[src/rtl/alu_cmd_driver.sv]
// alu_cmd_driver: turns one host command into load_a/load_b/exec strobes for a byte-wide ALU and holds the result for the host
module alu_cmd_driver #(
    parameter int RESULT_LATENCY = 2
) (
    input  logic       clk,
    input  logic       rst,
    input  logic       cmd_valid,
    output logic       cmd_ready,
    input  logic [7:0] cmd_op_a,
    input  logic [7:0] cmd_op_b,
    input  logic [3:0] cmd_opcode,
    output logic [7:0] alu_in,
    output logic [7:0] ctrl_in,
    input  logic [7:0] alu_out,
    output logic       res_valid,
    input  logic       res_ready,
    output logic [7:0] res_data,
    output logic       busy
);
    typedef enum logic [2:0] {IDLE, LOAD_A, LOAD_B, EXEC, WAIT, HOLD} state_t;

    localparam logic [3:0] LAT = 4'(RESULT_LATENCY);

    state_t     state_q, state_d;
    logic [7:0] a_q, a_d;
    logic [7:0] b_q, b_d;
    logic [3:0] op_q, op_d;
    logic [3:0] cnt_q, cnt_d;
    logic [7:0] res_q, res_d;

    // state, latched command, wait counter and captured result
    always_ff @(posedge clk) begin
        if (rst) begin
            state_q <= IDLE;
            a_q     <= '0;
            b_q     <= '0;
            op_q    <= '0;
            cnt_q   <= '0;
            res_q   <= '0;
        end else begin
            state_q <= state_d;
            a_q     <= a_d;
            b_q     <= b_d;
            op_q    <= op_d;
            cnt_q   <= cnt_d;
            res_q   <= res_d;
        end
    end

    // next state and per-state ALU strobes; WAIT ends when the counter loaded in EXEC reaches 1
    always_comb begin
        state_d   = state_q;
        a_d       = a_q;
        b_d       = b_q;
        op_d      = op_q;
        cnt_d     = cnt_q;
        res_d     = res_q;
        cmd_ready = 1'b0;
        alu_in    = '0;
        ctrl_in   = '0;
        res_valid = 1'b0;
        case (state_q)
            IDLE: begin
                cmd_ready = 1'b1;
                if (cmd_valid) begin
                    a_d     = cmd_op_a;
                    b_d     = cmd_op_b;
                    op_d    = cmd_opcode;
                    state_d = LOAD_A;
                end
            end
            LOAD_A: begin
                alu_in  = a_q;
                ctrl_in = 8'h01;
                state_d = LOAD_B;
            end
            LOAD_B: begin
                alu_in  = b_q;
                ctrl_in = 8'h02;
                state_d = EXEC;
            end
            EXEC: begin
                ctrl_in = {2'b01, op_q, 2'b00};
                cnt_d   = LAT;
                state_d = WAIT;
            end
            WAIT: begin
                cnt_d = cnt_q - 4'd1;
                if (cnt_q == 4'd1) begin
                    res_d   = alu_out;
                    state_d = HOLD;
                end
            end
            HOLD: begin
                res_valid = 1'b1;
                state_d   = res_ready ? IDLE : HOLD;
            end
            default: state_d = IDLE;
        endcase
    end

    assign busy     = state_q != IDLE;
    assign res_data = res_q;
endmodule

[config.mk]
export PLATFORM = sky130hd
export DESIGN_NAME = alu_cmd_driver
export DESIGN_NICKNAME = d
export VERILOG_FILES = /design/src/rtl/alu_cmd_driver.sv
export SDC_FILE = /design/constraint.sdc
export NUM_CORES = 1
export LEC_CHECK = 0
export CORE_UTILIZATION = 40
export CTS_CLUSTER_SIZE = 28
export DETAILED_ROUTE_END_ITERATION = 7
export GPL_TIMING_DRIVEN = 0
export PLACE_DENSITY = 0.83
export SYNTH_ARGS = -nofsm -noshare
export SYNTH_HDL_FRONTEND = slang
export SYNTH_SLANG_ARGS = --single-unit
[constraint.sdc]
create_clock -name clk -period 1.7 [get_ports clk]
set_input_delay 0.255 -clock clk [delete_from_list [all_inputs] [get_ports clk]]
set_output_delay 0.255 -clock clk [all_outputs]
set_load 0.005 [all_outputs]
==> run metrics, run 1 <==
status complete, but fails checks; failing checks setup timing; Final min period 1740 ps; IO Pins 59; EDFF count, synth 0; DR vias/cell roughly 5; share of the synthesized area in the top cell type 42.4%; largest net degree at the start of global routing 12; flops & latches, synth 35; RSZ-0062 raised after global routing yes; core area 3970 µm²; final wirelength 4970 µm; setup TNS -240 ps; Worst setup EP type primary output; starting density of the core 41.7%; Hold Violations, Final 0; Async S/R FF share, synth 0%; die width 66.3 µm; Total GRT Usage approximately 24%; crit share post-route 102%; fin cells 330; Reg-to-Reg Start state_q[1]; number of global-route vias before repair 1681; post-synthesis cell area ~1700 µm²; DR WL/cell 15.0 µm; share of cells above drive strength 1 a little over a quarter; Std-Cell Rows 23; HP Class reg -> reg; CP required 1440 ps; initial antenna violation count 0; CTS root buf clkbuf_8; Max VDD drop 0.471 mV; hold path depth 2; n_diodes 0; Nets roughly 310; Reg2Reg Setup Slack 70 ps; DR DRC count 0; pwr dens 824 nW/µm²; Hold Buf Count CTS 0; # fillers 327; synth top area cells dfxtp_1 (42%), nand2_1 (9.5%), nand2b_1 (7.6%), a21oi_1 (7.0%), mux2i_1 (4.8%); GP Congestion 0.701; Clock Skews 3.94 ps; drt first pass iters 4; CTS max path bufs 2; hold slack 457 ps; Yosys cell types 37; area growth from synthesis to layout 58.2%; leading area contributor after synthesis dfxtp_1; Post-synth top flop dfxtp_1; critical path arrival approximately 1500 ps; # placed instances 295; DIE HEIGHT roughly 66 µm; number of synthesis warnings 0; die footprint 4400 µm²; syn avg cell area 8.80 µm²; Crit Path Max Fanout 4; Seq/Total Area, Yosys between 40 and 50%; total CTS buffers 5; Post-Synthesis Cells 188; fmax 576 MHz; DR iter-0 viols 117; Reg2Reg Depth 6; CTS tree done; Crit Path Class reg -> out; Lkg Pwr 1.08 nW; PnR worst setup slack -36.8 ps; hold path start op_q[3]; Mapped Nets 222; antenna-violating nets left 0; Place WS -267 ps; Overflow after GRT 0; worst skew pair latency 290 ps; Vias ~1700; CP Launch Type flip-flop; post-DP HPWL 2750 µm; Final Max Slew Viols 0; global-route wire length before repair between 7000 and 8000 µm; I/O Buffers 57; Crit Reg-Reg Endpoint a_q[1]; endpoints failing setup 8; CTS clk-pin slew, worst paths 70 ps; H-tree levels 2; MaxCap Viol Count 0; Hold Path End op_q[3]; clock sink total 35
[how the worst max path moves through the flow]
stage | from | to | slack [ps] | cells past startpoint
global route | state_q[0] | alu_in[2] | -80 | 6
floorplan | cnt_q[0] | res_data[0] | 220 | 5
global placement | state_q[2] | alu_in[3] | -280 | 5
finish | state_q[0] | alu_in[2] | -40 | 6
CTS | state_q[0] | alu_in[0] | -120 | 7
detailed placement | state_q[2] | alu_in[3] | -270 | 5
[area by class of cell]
type | instances | area [µm²] | area share [%]
multi-input cells | 136 | 888 | 33.9
plain buffers | 13 | 97.6 | 3.73
repair buffers | 85 | 766 | 29.3
flip-flops and latches | 35 | 708 | 27.1
clock inverters | 3 | 15.0 | 0.574
clock buffers | 5 | 68.8 | 2.63
inverters | 3 | 11.3 | 0.430
well taps | 50 | 62.6 | 2.39
[worst max-delay path, stage by stage, from the launching register on]
cell and delay [ps]:
dfxtp_2 340, buf_6 120, nor3b_4 150, buf_12 120, buf_6 110, a22o_1 210, buf_2 130
[layer usage]
layer / part of all wire [%] / GRT usage [%] / routed length [µm]
met1: 40 / 28.1 / 2000
met2: 51 / 40.6 / 2530
met3: 4.4 / 4.14 / 217
met4: 4.5 / 15.4 / 224
met5: 0 / 0 / 0
[cells by family after synthesis]
group / count (synthesis) / synth area share (%)
and+or+nand+nor: 81 / 26.9
adders and majority gates: 2 / 1.51
DFF: 35 / 42.4
muxes: 8 / 4.84
other: 1 / 0.227
AOI/OAI and AO/OA: 44 / 17.4
buffers and inverters: 17 / 6.73
[power by group]
group          internal, mW  total, mW  switching (mW)
Clock                 0.280      0.591           0.311
Sequential            0.879      0.924          0.0452
Combinational         0.366      0.642           0.276
Total                  1.52       2.16           0.633
[sequential cells by signal, indices dropped and copies added (netlist names)]
signal and count:
b_q 8, op_q 4, cnt_q 4, res_data 8, a_q 8, state_q 3
[cells in the final DEF, fill, tap and decap left out, drive strengths merged, types with 2 or more instances in the layout]
cell / netlist / routed
buf: 9 / 45
nand2: 42 / 42
clkdlybuf4s50: 0 / 39
dfxtp: 35 / 35
a21oi: 23 / 23
nand2b: 20 / 20
clkbuf: 5 / 12
a22o: 8 / 8
mux2i: 8 / 8
dlygate4sd2: 0 / 5
and3: 4 / 4
inv: 3 / 3
clkinv: 0 / 3
nor2b: 3 / 3
nor3b: 3 / 3
and2: 2 / 2
a211oi: 2 / 2
ha: 2 / 2
clkdlybuf4s15: 0 / 2
nor2: 2 / 2
nor3: 2 / 2
[Yosys cell counts, types with 3 or more instances]
library cell	count
clkbuf_1	5
and3_1	4
a22o_1	8
buf_6	5
a21oi_1	23
dfxtp_1	35
mux2i_1	8
inv_1	3
nand2_1	42
nand2b_1	20
[through the flow]
stage / power [mW] / utilization [%] / area [µm²]
after floorplan: 1.19 / - / 1650
final: 2.16 / 65.9 / 2620
after global placement: 1.38 / 57.6 / 2290
after CTS: 2.13 / 65.8 / 2610
after detailed placement: 1.40 / 57.6 / 2290
after global routing: 2.25 / 65.9 / 2620
[what timing repair did]
item,in CTS,in global routing
setup endpoints to repair,18,36
gates resized for setup,71,11
gates cloned,0,0
pin swaps,4,6
buffers inserted,26,3
Power figures use the tool's default switching activity.
==> inputs of run 2 (changes only) <==
- CTS_CLUSTER_SIZE: 28 -> 25
==> results of run 2 <==
No change in the layout: final DEF, timing and power equal those of run 1.
==> inputs of run 3 (changes only) <==
- clock period: 1.7 -> 1.75 ns (I/O delays scaled with it)
==> run 3 against run 2 <==
  * The run now ends clean
  * Critical path depth unchanged
  * Setup slack improved by 56 ps
  * Total power fell by 3.5%
  * Global-route usage decreased by 0.42 points
  * Die area unchanged
  * Design area is 0.33% lower
  * Routed wire length decreased by 2.0%
  * Via count down 0.12%
  * Final cell count did not move
  * Worst hold slack about the same
==> run metrics, run 3 (synthesis gave the netlist of run 1 again) <==
HP Class reg -> reg (unchanged); MaxCap Viol Count 0 (unchanged); antenna-violating nets left 0 (unchanged); CP required 1490 ps (was 1440 ps); core area 3970 µm² (unchanged); PnR worst setup slack 19.2 ps (was -36.8 ps); Crit Reg-Reg Endpoint b_q[3] (was a_q[1]); hold path start op_q[3] (unchanged); # placed instances 295 (unchanged); CP Launch Type flip-flop (unchanged); DR vias/cell 5.05 (was 5.06); Clock Skews 3.64 ps (was 3.94 ps); worst skew pair latency 290 ps (about the same); proportion of power drawn by combinational gates 29.2% (was 29.8%); fin cells 330 (unchanged); CTS root buf clkbuf_8 (unchanged); CTS clk-pin slew, worst paths 70 ps (about the same); CTS max path bufs 2 (unchanged); RSZ-0062 raised after global routing yes (unchanged); Final Max Slew Viols 0 (unchanged); Hold Buf Count CTS 0 (unchanged); Reg2Reg Depth 6 (unchanged); IO Pins 59 (unchanged); GP Congestion 0.701 (unchanged); largest net degree at the start of global routing 12 (unchanged); drt first pass iters 4 (unchanged); critical path arrival 1470 ps (was 1480 ps); DR iter-0 viols 91 (was 117); sw frac 29.2% (was 29.3%); final wirelength 4870 µm (was 4970 µm); global-route wire length before repair 7600 µm (was 7870 µm); Vias 1668 (was 1670); # fillers 337 (was 327); Nets 313 (unchanged); endpoints failing setup 0 (was 8); most common cell after layout, fill and taps aside nand2_1 (unchanged); DR DRC count 0 (unchanged); Std-Cell Rows 23 (unchanged); Overflow after GRT 0 (unchanged); CTS tree done (unchanged); status complete, no violations (was complete, but fails checks); area growth from synthesis to layout 57.7% (was 58.2%); Hold Violations, Final 0 (unchanged); clock sink total 35 (unchanged); sequential power share 43.3% (was 42.8%); net switching power 609 µW (was 633 µW); Hold Path End op_q[3] (unchanged); FF+latch area 709 µm² (was 708 µm²); post-DP HPWL 2750 µm (unchanged); initial antenna violation count 0 (unchanged); internal power 1.47 mW (was 1.52 mW); Final min period 1730 ps; most frequent cells in the layout nand2_1 (42), clkdlybuf4s50_1 (39), dfxtp_1 (32) (was nand2_1 (42), clkdlybuf4s50_1 (39), dfxtp_1 (31)); total CTS buffers 5 (unchanged); hold path depth 2 (unchanged); Max VDD drop 0.509 mV (was 0.471 mV); Worst setup EP type primary output (unchanged); clock network fraction of total power 27.4% (about the same); DIE HEIGHT 66.3 µm (unchanged); H-tree levels 2 (unchanged); die width 66.3 µm (unchanged); I/O Buffers 57 (unchanged); Total GRT Usage 23.7% (was 24.2%); number of global-route vias before repair 1588 (was 1681); area occupied by multi-input gates 888 µm² (unchanged); n_diodes 0 (unchanged); Place WS -224 ps (was -267 ps); share of cells above drive strength 1 26.1% (was 27.1%); DR WL/cell 14.7 µm (was 15.0 µm); Reg-to-Reg Start state_q[1] (unchanged); starting density of the core 41.7% (unchanged); Crit Path Class reg -> out (unchanged); die footprint 4400 µm² (unchanged); Crit Path Max Fanout 7 (was 4); Lkg Pwr 1.08 nW (about the same); crit share post-route 98.9%; Reg2Reg Setup Slack 130 ps (was 70 ps); pwr dens 798 nW/µm² (was 824 nW/µm²); fmax 578 MHz
[run 3: cell types whose count changed in the layout (fill, tap and decap cells not counted)]
| cell | delta |
|---|---|
| buf_4 | +2 |
| dfxtp_2 | -2 |
| clkbuf_2 | +2 |
| clkbuf_1 | +1 |
| buf_6 | -4 |
| dfxtp_1 | +1 |
| dlygate4sd2_1 | +3 |
| buf_8 | +1 |
| buf_2 | -3 |
| clkdlybuf4s15_1 | -2 |
| dfxtp_4 | +1 |
[run 3: worst max-delay path by stage]
| stage | endpoint | start | slack [ps] | depth (start not counted) |
|---|---|---|---|---|
| floorplan | res_data[0] | cnt_q[0] | 270 | 5 |
| global placement | alu_in[3] | state_q[2] | -240 | 5 |
| detailed placement | alu_in[3] | state_q[2] | -220 | 5 |
| CTS | alu_in[6] | state_q[1] | -130 | 8 |
| global route | alu_in[4] | state_q[1] | -20 | 7 |
| finish | alu_in[4] | state_q[2] | 20 | 6 |
[run 3: layout make-up]
| class | count | area share [%] |
|---|---|---|
| clock inverters | 3 | 0.576 |
| clock buffers | 5 | 2.64 |
| repair buffers | 87 | 30.0 |
| multi-input cells | 136 | 34.1 |
| plain buffers | 11 | 2.73 |
| inverters | 3 | 0.432 |
| well taps | 50 | 2.40 |
| flip-flops and latches | 35 | 27.2 |
[run 3: what timing repair did]
item	4_1_cts	5_1_grt
gates cloned	0	0
gates resized for setup	48	21
pin swaps	3	5
endpoints found under the setup margin	18	16
buffers inserted	25	6
[run 3: metal layers]
layer	vias to the layer above	track usage (%)	routed length [µm]
li1	823	-	-
met1	796	27.9	2060
met2	39	39.7	2530
met3	10	6.03	177
met4	0	11.7	101
met5	-	0	0
[run 3: through the flow]
step / hold slack (ps) / utilization, % / power [mW] / TNS, ps / area (µm²)
floorplan: 398 / - / 1.16 / 0 / 1650
global placement: 438 / 57.6 / 1.35 / -4300 / 2290
detailed placement: 445 / 57.6 / 1.36 / -4490 / 2290
CTS: 455 / 65.7 / 2.05 / -536 / 2610
global route: 474 / 65.7 / 2.17 / -32.5 / 2610
finish: 457 / 65.7 / 2.08 / 0 / 2610
[run 3: power groups by stage]
stage / Clock, mW / Combinational, mW / Sequential [mW]
4_1_cts: 0.573 / 0.592 / 0.886
3_3_place_gp: 0 / 0.446 / 0.900
6_report: 0.572 / 0.609 / 0.903
3_5_place_dp: 0 / 0.452 / 0.903
5_1_grt: 0.610 / 0.653 / 0.908
2_1_floorplan: 0 / 0.264 / 0.893
[run 3: worst max-delay path, cell delays in order (launching register included)]
cell and delay, ps:
dfxtp_4 420, nand2b_4 160, nor2_4 40, buf_6 120, buf_6 110, a22o_1 200, buf_2 130
==> RTL edit 1, RTL diff (settings of run 2) <==
`a_q`, `b_q`, `op_q` and `res_q` no longer have a reset.
--- a/src/rtl/alu_cmd_driver.sv
+++ b/src/rtl/alu_cmd_driver.sv
@@ -33,17 +33,16 @@
         if (rst) begin
             state_q <= IDLE;
-            a_q     <= '0;
-            b_q     <= '0;
-            op_q    <= '0;
             cnt_q   <= '0;
-            res_q   <= '0;
         end else begin
             state_q <= state_d;
-            a_q     <= a_d;
-            b_q     <= b_d;
-            op_q    <= op_d;
             cnt_q   <= cnt_d;
-            res_q   <= res_d;
         end
+    end
+
+    always_ff @(posedge clk) begin
+        a_q   <= a_d;
+        b_q   <= b_d;
+        op_q  <= op_d;
+        res_q <= res_d;
     end
 
Behaviour: differs if rst is asserted again (counterexample within 10 cycles, from zero or initial values and one cycle with rst high); with rst held inactive, the same outputs for 10 cycles.
==> RTL edit 1 against run 2 <==
Clock skew grew 0.0081 ns. Die area shrank 13%. Total power shrank 14%. Design area shrank 6.9%. Critical path depth grew 1. Setup slack lost 0.10 ns. Area after synthesis shrank 14%. Sequential share of layout area grew 14 points. Sequential cell count is the same. The flow still finishes with violations (negative setup slack). Routed wire length shrank 30%.
==> RTL edit 1: results (changes against run 2) <==
Post-CTS Setup Bufs=31 (+19%); first-pass GRT wire length=5.23 mm (-34%); Hold WC Path Type=in2reg; Tot GR Track Use=20.3% (-3.8 points); Max FO, Critical Path=3 (-1); status=finished, violations left; layout cells sized above 1=43.2% (+16 points); Worst-Skew Late Latency=0.34 ns (+0.05 ns); worst hold margin=0.461 ns (+0.00366 ns); top cells by area, synth=edfxtp_1 59%, dfxtp_1 9.8%, a22o_1 4.9%, and2_1 1.7%, and3_1 1.7%; Filler cells=226 (-31%); R2R Setup Slk=0.14 ns (+0.07 ns); Slowest-stage cell, CP=dfxtp_4; Clock Skew=0.0121 ns (+0.00814 ns); Min-Delay Endpoint=b_q[2]$_DFFE_PP_; Arrival @ worst endpoint=1.58 ns (+0.10 ns); dpl cells=195 (-34%); Nets=223 (-29%); wire per inst=14.7 um (-2.1%); Root Buffer=clkbuf_4; final worst setup slack=-0.137 ns (-0.100 ns); CP max stage delay=0.37 ns (+0.03 ns); final RePlAce weighted congestion=0.799 (+14%); start point of the critical path=state_q[1]$_SDFFE_PP0P_; largest net degree at the start of global routing=21 (+9); sequential-to-total area share from yosys stat=68.6% (+26 points); syn nets=126 (-43%); R2R cell count=4 (-2); Cells after Synth=92 (-51%); failing checks=negative setup slack; Setup TNS=-0.828 ns (-0.589 ns); EDFF count, synth=28 (+28); clock-pin slew of the registers on the worst-case setup and hold paths=0.11 ns (+0.04 ns); Final setup viols=10 (+2); Pleak=0.972 nW (-10%)
[RTL edit 1: cell types whose count changed after synthesis, moves of 4 or more]
cell	delta
a21oi_1	-21
edfxtp_1	+28
nand2_1	-40
mux2i_1	-8
buf_6	-5
nand2b_1	-17
clkbuf_1	-4
dfxtp_1	-28
[RTL edit 1: cell type report]
type | count | area (sq um) | area share, %
Buffer | 3 | 26.3 | 1.08
Clock buffer | 6 | 41.3 | 1.69
Clock inverter | 2 | 12.5 | 0.513
Inverter | 3 | 11.3 | 0.462
Multi-Input combinational cell | 51 | 460 | 18.9
Sequential cell | 35 | 990 | 40.6
Tap cell | 46 | 57.6 | 2.36
Timing Repair Buffer | 90 | 838 | 34.4
[RTL edit 1: report_power, final]
part / internal (mW) / switching (mW) / total (mW)
combinational: 0.268 / 0.167 / 0.435
clock: 0.159 / 0.268 / 0.428
sequential: 0.982 / 0.0192 / 1.00
total: 1.41 / 0.454 / 1.86
[RTL edit 1: metal layers]
layer	part of all wire (%)	track usage, %	vias up
met2	48	33.0	64
met5	0	0	-
met3	7.4	5.80	13
li1	-	-	546
met4	3.0	12.4	0
met1	42	24.0	548
[RTL edit 1: kinds of logic (layout without fill, tap and decap cells)]
| logic type | Yosys count | after routing | share of synthesized area (%) |
|---|---|---|---|
| buffers and inverters | 6 | 104 | 2.10 |
| AOI/OAI and AO/OA | 23 | 23 | 14.2 |
| adders and majority gates | 2 | 2 | 1.75 |
| other | 1 | 1 | 0.262 |
| DFF | 35 | 35 | 68.6 |
| and+or+nand+nor | 25 | 25 | 13.1 |
[RTL edit 1: metrics by stage]
stage	cell area, sq um	setup slack (ns)
finish	2440	-0.137
global route	2440	-0.230
CTS	2390	-0.169
detailed placement	2060	-0.234
global placement	2060	-0.206
floorplan	1430	0.186
==> RTL edit 2, RTL diff (config.mk and constraints of run 2) <==
Made on the original files. Encoding of `state_t`: now one-hot (6 bits for 6 states).
--- a/src/rtl/alu_cmd_driver.sv
+++ b/src/rtl/alu_cmd_driver.sv
@@ -18,5 +18,5 @@
     output logic       busy
 );
-    typedef enum logic [2:0] {IDLE, LOAD_A, LOAD_B, EXEC, WAIT, HOLD} state_t;
+    typedef enum logic [5:0] {IDLE = 6'b000001, LOAD_A = 6'b000010, LOAD_B = 6'b000100, EXEC = 6'b001000, WAIT = 6'b010000, HOLD = 6'b100000} state_t;
 
     localparam logic [3:0] LAT = 4'(RESULT_LATENCY);
Behaviour: no difference found for any inputs over 10 cycles, from zero or initial values and one cycle with rst high; not proved beyond that.
==> RTL edit 2 against run 2 <==
The flow still finishes with violations (negative setup slack). Total power increased by 4.9%. Utilization increased by 14 points. Sequential cell count increased by 3. Setup slack got worse by 0.51 ns. Cell count increased by 13%. Largest power group unchanged. Combinational power increased by 2%. Area after synthesis increased by 17%. Design area increased by 38%. Routed wire length increased by 65%.
==> RTL edit 2: results (changes against run 2) <==
Setup TNS=-11.72 ns (-11.48 ns); largest net degree at the start of global routing=11 (-1); synth unique cells=42 (+14%); vias in the first global route=2,293 (+36%); syn nets=253 (+14%); dpl cells=327 (+11%); CP max stage delay=0.56 ns (+0.22 ns); Tot GR Track Use=28.9% (+4.8 points); hpwl dp=3.71 mm (+35%); status=finished, violations left; Slowest-stage cell, CP=or4_4; failing checks=negative setup slack; Max FO, Critical Path=6 (+2); synth cell count leaders=38 x dfxtp_1, 30 x a21oi_1, 29 x o31ai_1; Clock Skew=0.00672 ns (+0.00278 ns); final worst setup slack=-0.542 ns (-0.506 ns); Setup Slack @ Placement=-0.782 ns (-0.516 ns); port bufs=56 (-1.8%); routed wire length=8.22 mm (+65%); Avg Cell Area, Syn=8.83 sq um (+0.39%); Nets=357 (+14%); iteration-0 DRC count of the detailed router=227 (+94%); layout cells sized above 1=48.8% (+22 points); Final setup viols=47 (+39); P_int=1.58 mW (+3.3%); first-pass GRT wire length=11.3 mm (+44%); Hold WC Path Type=in2reg; Top Family by Delay on Critical Path=simple AND/OR/NAND/NOR gates; vias=2,457 (+47%)
[RTL edit 2: final timing paths]
check / from / to / slack (ns) / cells after the start
min reg2reg: res_data[2]$_SDFFE_PP0P_ / res_data[2]$_SDFFE_PP0P_ / 0.48 / 2
max: state_q[4]$_SDFFE_PP0P_ / alu_in[4] / -0.54 / 6
min: rst / cnt_q[2]$_SDFFE_PP0P_ / 0.36 / 2
max reg2reg: state_q[1]$_SDFFE_PP0P_ / state_q[3]$_SDFFE_PP0P_ / -0.27 / 7
[RTL edit 2: cells by family (layout without fill, tap and decap cells)]
group | count (synthesis) | after routing | synth area share (%)
compound gates | 80 | 80 | 28.7
xor+xnor | 1 | 1 | 0.453
fa+ha+maj | 2 | 2 | 1.29
buf+inv | 34 | 137 | 7.57
flops | 38 | 38 | 39.3
other cells | 1 | 1 | 0.194
simple gates | 63 | 63 | 22.5
[RTL edit 2: metal layers]
layer / vias up / share of wire [%] / track usage (%)
met5: - / 0 / 0
met1: 1184 / 38 / 35.7
li1: 1061 / - / -
met4: 0 / 4.8 / 15.3
met3: 45 / 7.5 / 6.61
met2: 167 / 49 / 47.3
[RTL edit 2: area by class of cell]
type,count,area [sq um],share of cell area [%]
buffer,21,161,4.47
clock buffer,6,82.6,2.28
inverter,7,26.3,0.727
multi-input combinational,147,1520,41.9
sequential,38,778,21.5
tap,52,65.1,1.80
timing repair buffer,103,986,27.3
[RTL edit 2: power by group through the flow]
stage	registers [mW]	logic [mW]	clock network, mW
global route	0.984	0.684	0.666
CTS	0.967	0.472	0.618
floorplan	0.970	0.198	0
global placement	0.977	0.338	0
finish	0.981	0.654	0.629
detailed placement	0.979	0.344	0
[RTL edit 2: repair_timing]
action                     CTS  global route
setup buffers               32            15
pin swaps                   29            41
gates resized for setup    144            92
setup endpoints to repair   55            55
gates cloned                 3             1
